File: src/rtl/fb_serial_sequencer.sv
// Shared phase sequencer for the 16-band serial filter bank: accept, MAC phases, dump.
// Optional FB_SEQ_STALL_CNT_EN adds a saturating stall_cnt output.
module fb_serial_sequencer #(
    parameter int SERIAL_FACTOR = 60,
    parameter int TAP_W         = 8,
    parameter int FRAME_W       = 16
) (
    input  logic               clock,
    input  logic               reset,
    input  logic               clk_enable,
    input  logic               flush,
    input  logic               in_valid,
    output logic               in_ready,
    output logic               shift_en,
    output logic               pipe_clr,
    output logic [TAP_W-1:0]   tap_sel,
    output logic               acc_clr,
    output logic               acc_en,
    output logic               out_latch,
    output logic               out_valid,
    output logic               busy,
    output logic [FRAME_W-1:0] frame_cnt
`ifdef FB_SEQ_STALL_CNT_EN
    ,
    output logic [15:0]        stall_cnt
`endif
);

    typedef enum logic [1:0] {
        IDLE = 2'd0,
        MAC  = 2'd1,
        DUMP = 2'd2
    } state_t;

    localparam logic [TAP_W-1:0] LAST_TAP = TAP_W'(SERIAL_FACTOR - 1);

    state_t             state;
    state_t             state_next;
    logic [TAP_W-1:0]   tap_next;
    logic [FRAME_W-1:0] frame_next;
    logic               valid_pend;
    logic               valid_pend_next;
    logic               accept;

    assign in_ready  = clk_enable & (state == IDLE) & ~flush;
    assign accept    = in_valid & in_ready;
    assign shift_en  = accept;
    assign busy      = (state != IDLE);
    assign acc_en    = clk_enable & (state == MAC);
    assign acc_clr   = clk_enable & (state == MAC) & (tap_sel == '0);
    assign out_latch = clk_enable & (state == DUMP) & ~flush;
    // valid_pend survives disabled cycles so a completed frame is never dropped
    assign out_valid = clk_enable & valid_pend;

    always_ff @(posedge clock or negedge reset) begin
        if (!reset) begin
            state      <= IDLE;
            tap_sel    <= '0;
            frame_cnt  <= '0;
            valid_pend <= 1'b0;
            pipe_clr   <= 1'b0;
        end else begin
            state      <= state_next;
            tap_sel    <= tap_next;
            frame_cnt  <= frame_next;
            valid_pend <= valid_pend_next;
            pipe_clr   <= clk_enable & flush;
        end
    end

    always_comb begin
        state_next      = state;
        tap_next        = tap_sel;
        frame_next      = frame_cnt;
        valid_pend_next = valid_pend;
        if (clk_enable) begin
            valid_pend_next = 1'b0;
            if (flush) begin
                state_next = IDLE;
                tap_next   = '0;
            end else begin
                case (state)
                    IDLE: begin
                        if (accept) begin
                            state_next = MAC;
                            tap_next   = '0;
                        end
                    end
                    MAC: begin
                        if (tap_sel == LAST_TAP) begin
                            state_next = DUMP;
                            tap_next   = '0;
                        end else begin
                            tap_next = tap_sel + 1'b1;
                        end
                    end
                    DUMP: begin
                        state_next      = IDLE;
                        valid_pend_next = 1'b1;
                        frame_next      = frame_cnt + 1'b1;
                    end
                    default: begin
                        state_next = IDLE;
                        tap_next   = '0;
                    end
                endcase
            end
        end
    end

`ifdef FB_SEQ_STALL_CNT_EN
    always_ff @(posedge clock or negedge reset) begin
        if (!reset) begin
            stall_cnt <= '0;
        end else if (clk_enable & flush) begin
            stall_cnt <= '0;
        end else if (clk_enable & in_valid & ~in_ready & (stall_cnt != 16'hFFFF)) begin
            stall_cnt <= stall_cnt + 1'b1;
        end
    end
`endif

endmodule

File: config.mk
export PLATFORM = sky130hd
export DESIGN_NAME = fb_serial_sequencer
export DESIGN_NICKNAME = d
export VERILOG_FILES = /design/src/rtl/fb_serial_sequencer.sv
export SDC_FILE = /design/constraint.sdc
export NUM_CORES = 1
export LEC_CHECK = 0
export ABC_AREA = 0
export CAP_MARGIN = 10
export CELL_PAD_IN_SITES_DETAIL_PLACEMENT = 1
export CELL_PAD_IN_SITES_GLOBAL_PLACEMENT = 2
export CORE_UTILIZATION = 33
export CTS_BUF_LIST = sky130_fd_sc_hd__clkbuf_4 sky130_fd_sc_hd__clkbuf_8
export CTS_CLUSTER_DIAMETER = 60
export DETAILED_ROUTE_END_ITERATION = 10
export GPL_TIMING_DRIVEN = 0
export MAX_ROUTING_LAYER = met4
export PLACE_DENSITY = 0.95
export SLEW_MARGIN = 25
export SYNTH_ARGS = -nofsm -noshare
export SYNTH_HDL_FRONTEND = slang
export SYNTH_SLANG_ARGS = --single-unit
File: constraint.sdc
create_clock -name clock -period 3.9 [get_ports clock]
set_input_delay 0.975 -clock clock [delete_from_list [all_inputs] [get_ports clock]]
set_output_delay 0.975 -clock clock [all_outputs]
set_load 0.1 [all_outputs]
# After elaboration in Yosys (flattened, before gate mapping)
# Cells that the tools add are included.
# classes
add_sub_neg	2
eq_ne	6
muxes	10
bitwise	10
n_reduce_logical	6
# op_table
cell	n
8-bit 2-to-1 mux	3
8-bit case mux with 3 select lines	1
16-bit by 1-bit adder with 16-bit output, second input constant	1
1-bit AND	9
3-bit AND reduction	3
8-bit by 1-bit adder with 8-bit output, second input constant	1
8-bit by 6-bit equality test with 1-bit output, second input constant	1
8-bit zero test	1
2-bit 2-to-1 mux	3
2-bit case mux with 2 select lines	1
3-bit by 2-bit != test with 1-bit output, second input constant	1
3-bit != test, second input constant	1
2-bit by 1-bit equality test with 1-bit output, second input constant	1
2-bit equality test, second input constant	1
2-bit zero test	1
1-bit 2-to-1 mux	2
2-bit != test, second input constant	1
2-bit nonzero test	1
1-bit inverter	1
# totals
ff_bits	28
out_inout_bits	32

# Depth between registers and ports, before layout
# Gate-level depths: netlist of run 1.
# depth
word_depth	7
ltp_mapped	6
ltp_nobuf	5

# Worst setup path after synthesis of run 1
# OpenSTA, ideal clock, no wires.
# synth_path
kind	input to output
startpoint	in clk_enable
endpoint	out shift_en
arrival_ps	5343
path_slack_ps	-2418
stages	3
n_path_buf	1
cell_sequence	buf_2 nor4b_1 and2_1
# synth_via
elab_chain_cells	3
# synth_lines
item	line_no	rtl
from (decl)	10	input logic clk_enable,
1-bit AND (2 in a row)	45	assign in_ready = clk_enable & (state == IDLE) & ~flush;
named net in_ready	13	output logic in_ready,
1-bit AND	46	assign accept = in_valid & in_ready;
to (decl)	14	output logic shift_en,
# The timed path passes the listed nets, and every way through them passes these cells.

# Worst setup path in the final report of run 1
# layout_path
startpoint	in flush
endpoint	out in_ready
# layout_via
elab_chain_cells	2
# layout_lines
item	line_no	rtl
from (decl)	11	input logic flush,
1-bit inverter (no source line)	--	
1-bit AND	45	
to (decl)	13	
# No other way between the ends.

==> results of run 1 <==
per-stage QoR:
step | instance area, um2 | cells
6_report | 1890 | 221
5_1_grt | 1890 | 221
4_1_cts | 1890 | 221
3_5_place_dp | 1840 | 217
3_3_place_gp | 1840 | 217
2_1_floorplan | 1430 | 132
path summary, 6_finish.rpt:
check,to,slack (ns),cells past startpoint
max in group asynchronous,frame_cnt[10],2.77,1
min,frame_cnt[15],0.50,1
max,in_ready,0.13,3
max reg2reg,tap_sel[5],2.04,5
min reg2reg,frame_cnt[15],0.50,1
min in group asynchronous,frame_cnt[7],0.72,1
metal layers:
layer  wire length (um)  GRT usage [%]
met1               1490           19.7
met4                 12           2.39
met5                  0              -
met2               1670           31.3
met3                103           2.03
area by class of cell:
type | instances | share of cell area, %
buffer | 3 | 1.12
clock buffer | 4 | 2.91
inverter | 8 | 1.59
multi-input combinational | 93 | 35.8
sequential | 28 | 37.0
tap | 50 | 3.30
timing repair buffer | 35 | 18.3
worst register-to-register path: stages, from the launching register on:
cell and delay [ns]:
dfrtp_1 0.43, ha_1 0.28, and4_1 0.28, a211oi_2 0.47, a41oi_1 0.18, a31oi_1 0.15
timing repair:
| action | CTS | global route |
|---|---|---|
| setup endpoints to repair | 3 | 0 |
| hold endpoints to repair | 0 | 0 |
| resized for setup | 7 | 0 |
cell usage after synthesis (all sizes together):
master   number  area [um2]
ha            3        37.5
mux2i         1        10.0
a22o          1        8.76
buf           3        21.3
xor2          5        43.8
or3b          1        8.76
a21oi         3        18.8
and3          4        25.0
and2          4        25.0
and4          2        17.5
nor4          2        42.5
a211oi        2        20.0
nand4bb       1        11.3
o21ai         7        35.0
inv           8        30.0
nand2b        1        6.26
mux2          1        11.3
o31ai         1        12.5
nor2          2        7.51
a31oi         1        6.26
or2           1        6.26
nand3         7        35.0
a21o          2        15.0
nor3          4        25.0
a41oi         1        8.76
o32ai         1        8.76
nor2b         1        6.26
dfrtp        28         701
nand3b        2        15.0
nor4b         2        17.5
nand4         5        31.3
nand2        15        56.3
xnor2        10        87.6
report_power, final:
part | switching, mW | internal [mW]
clock | 0.0838 | 0.0901
sequential | 0.0193 | 0.304
combinational | 0.160 | 0.0506
total | 0.263 | 0.445
state kept, by name, summed over array words and instances (netlist names):
register	cells
tap_sel	8
pipe_clr	1
valid_pend	1
frame_cnt	16
state	2
cells by family (layout without fill, tap and decap cells):
family	count (synthesis)	after routing	synth area share, %
AOI/OAI and AO/OA	19	19	9.48
xor gates and xnor gates	15	15	9.30
adders and majority gates	3	3	2.66
buffers and inverters	11	50	3.63
DFF	28	28	49.6
muxes	2	2	1.51
and+or+nand+nor	54	54	23.8
==> summary.md, run 1 <==
| Metric | Value |
|---|---|
| First-pass GRT wire length | 5690 um |
| Initial antenna violation count | 0 |
| DR vias | 1128 |
| Avg Cell Area, Syn | 10.7 um2 |
| CTS tree | done |
| Cell row count | 23 |
| Initial Utilization | 34.8% |
| Worst Setup Start Kind | primary input |
| Worst Path Class, Setup | primary input to output port |
| Core area | 0.00406 mm2 |
| Final net count | 180 |
| Worst Path Required | 2.92 ns |
| Sink Count | 28 |
| RSZ-0062 raised after global routing | no |
| HP Class | register to register |
| # fillers | 464 |
| Setup Buffers After CTS | 0 |
| Reg area | 701 um2 |
| Number of global-route vias before repair | 1212 |
| Gpl congestion | 0.795 |
| Worst-Skew Late Latency | 0.26 ns |
| Period minus WS final | 3.77 ns |
| TritonRoute pass-1 iters | 3 |
| Post-DP HPWL | 2470 um |
| Total power | 0.708 mW |
| DR vias/cell | 5.10 |
| Static Leak | 0.861 nW |
| Final worst slack | 0.134 ns |
| Hold slack | 0.497 ns |
| Worst path top cell family by delay | buffers and inverters |
| Worst setup EP type | output port |
| Hold Crit Start | frame_cnt[15] |
| Buf/Inv on CP | 2 |
| DRC | 0 |
| Outcome | finished, final reports clean |
| Post-DR wirelength/cell | 14.8 um |
| Post-synthesis register bit count | 28 |
| Mapped Area | 0.00141 mm2 |
| Syn Nets | 140 |
| Max Freq | 266 MHz |
| CTS H-tree depth | 1 |
| Die height | 67.4 um |
| Setup WS pre-CTS | -0.366 ns |
| Iter 0 DRT Violations | 35 |
| Grt ovf | 0 |
| Synth cell types | 38 |
| Cell Chain, Critical Path | clkdlybuf4s50_1, nor4b_4, dlygate4sd2_1 |
| Crit path from | flush |
| Slowest cell on crit path | dlygate4sd2_1 |
| Crit-path max cell delay | 0.89 ns |
| Slew Viols, Final | 0 |
| Clock Pin Slew Worst Setup and Hold Paths | 0.09 ns |
| Multi-input logic area | 677 um2 |
| # setup viols final | 0 |
| Crit path DAT | 2.79 ns |
| Port Buffers | 35 |
| Peak VDD IR | 0.146 mV |
| Slew @ Worst Pin | 0.992 ns |
| Die Width | 67.4 um |
| Hold Fails Final Rpt | 0 |
| Max-Cap Viols | 0 |
| Reg2reg start | tap_sel[1] |
| Commonest non-fill, non-tap cell in the layout | clkdlybuf4s50_1 |
| P per Cell Area | 374 mW/mm2 |
| Antenna viol nets, final | 0 |
| Clock buffer count from CTS | 3 |
| Layout area overhead | 34.0% |
| Skew final | 0.00669 ns |
| Die area | 0.00455 mm2 |
| Util after Layout | 46.7% |
| Boundary Pins | 37 |
| Largest net degree at the start of global routing | 29 |
| Syn Inst Count | 132 |
| Post-Route WL | 3280 um |
| Root Driver | clkbuf_8 |
| Most frequent cells in the layout | clkdlybuf4s50_1, dfrtp_1, nand2_1 |
| Layout cells sized above 1 | 11.7% |
| Total track usage | 16.9% |
| Ys Warns | 0 |
| Hold buffers post-CTS | 0 |
| Seq/Total Area, Yosys | 49.6% |
| Max_slew headroom | 33.6% |
| Setup TNS | 0 ns |
| CP Max Fanout | 7 |
| Clock Tree Buf Depth | 2 |
| N_diodes | 0 |
| Final Cycle Share | 96.6% |
Power figures use the tool's default switching activity.
==> run 2: changes to the inputs <==
ABC_AREA = default   (was 0)
==> results of run 2 <==
No change in the layout: final DEF, timing and power equal those of run 1.
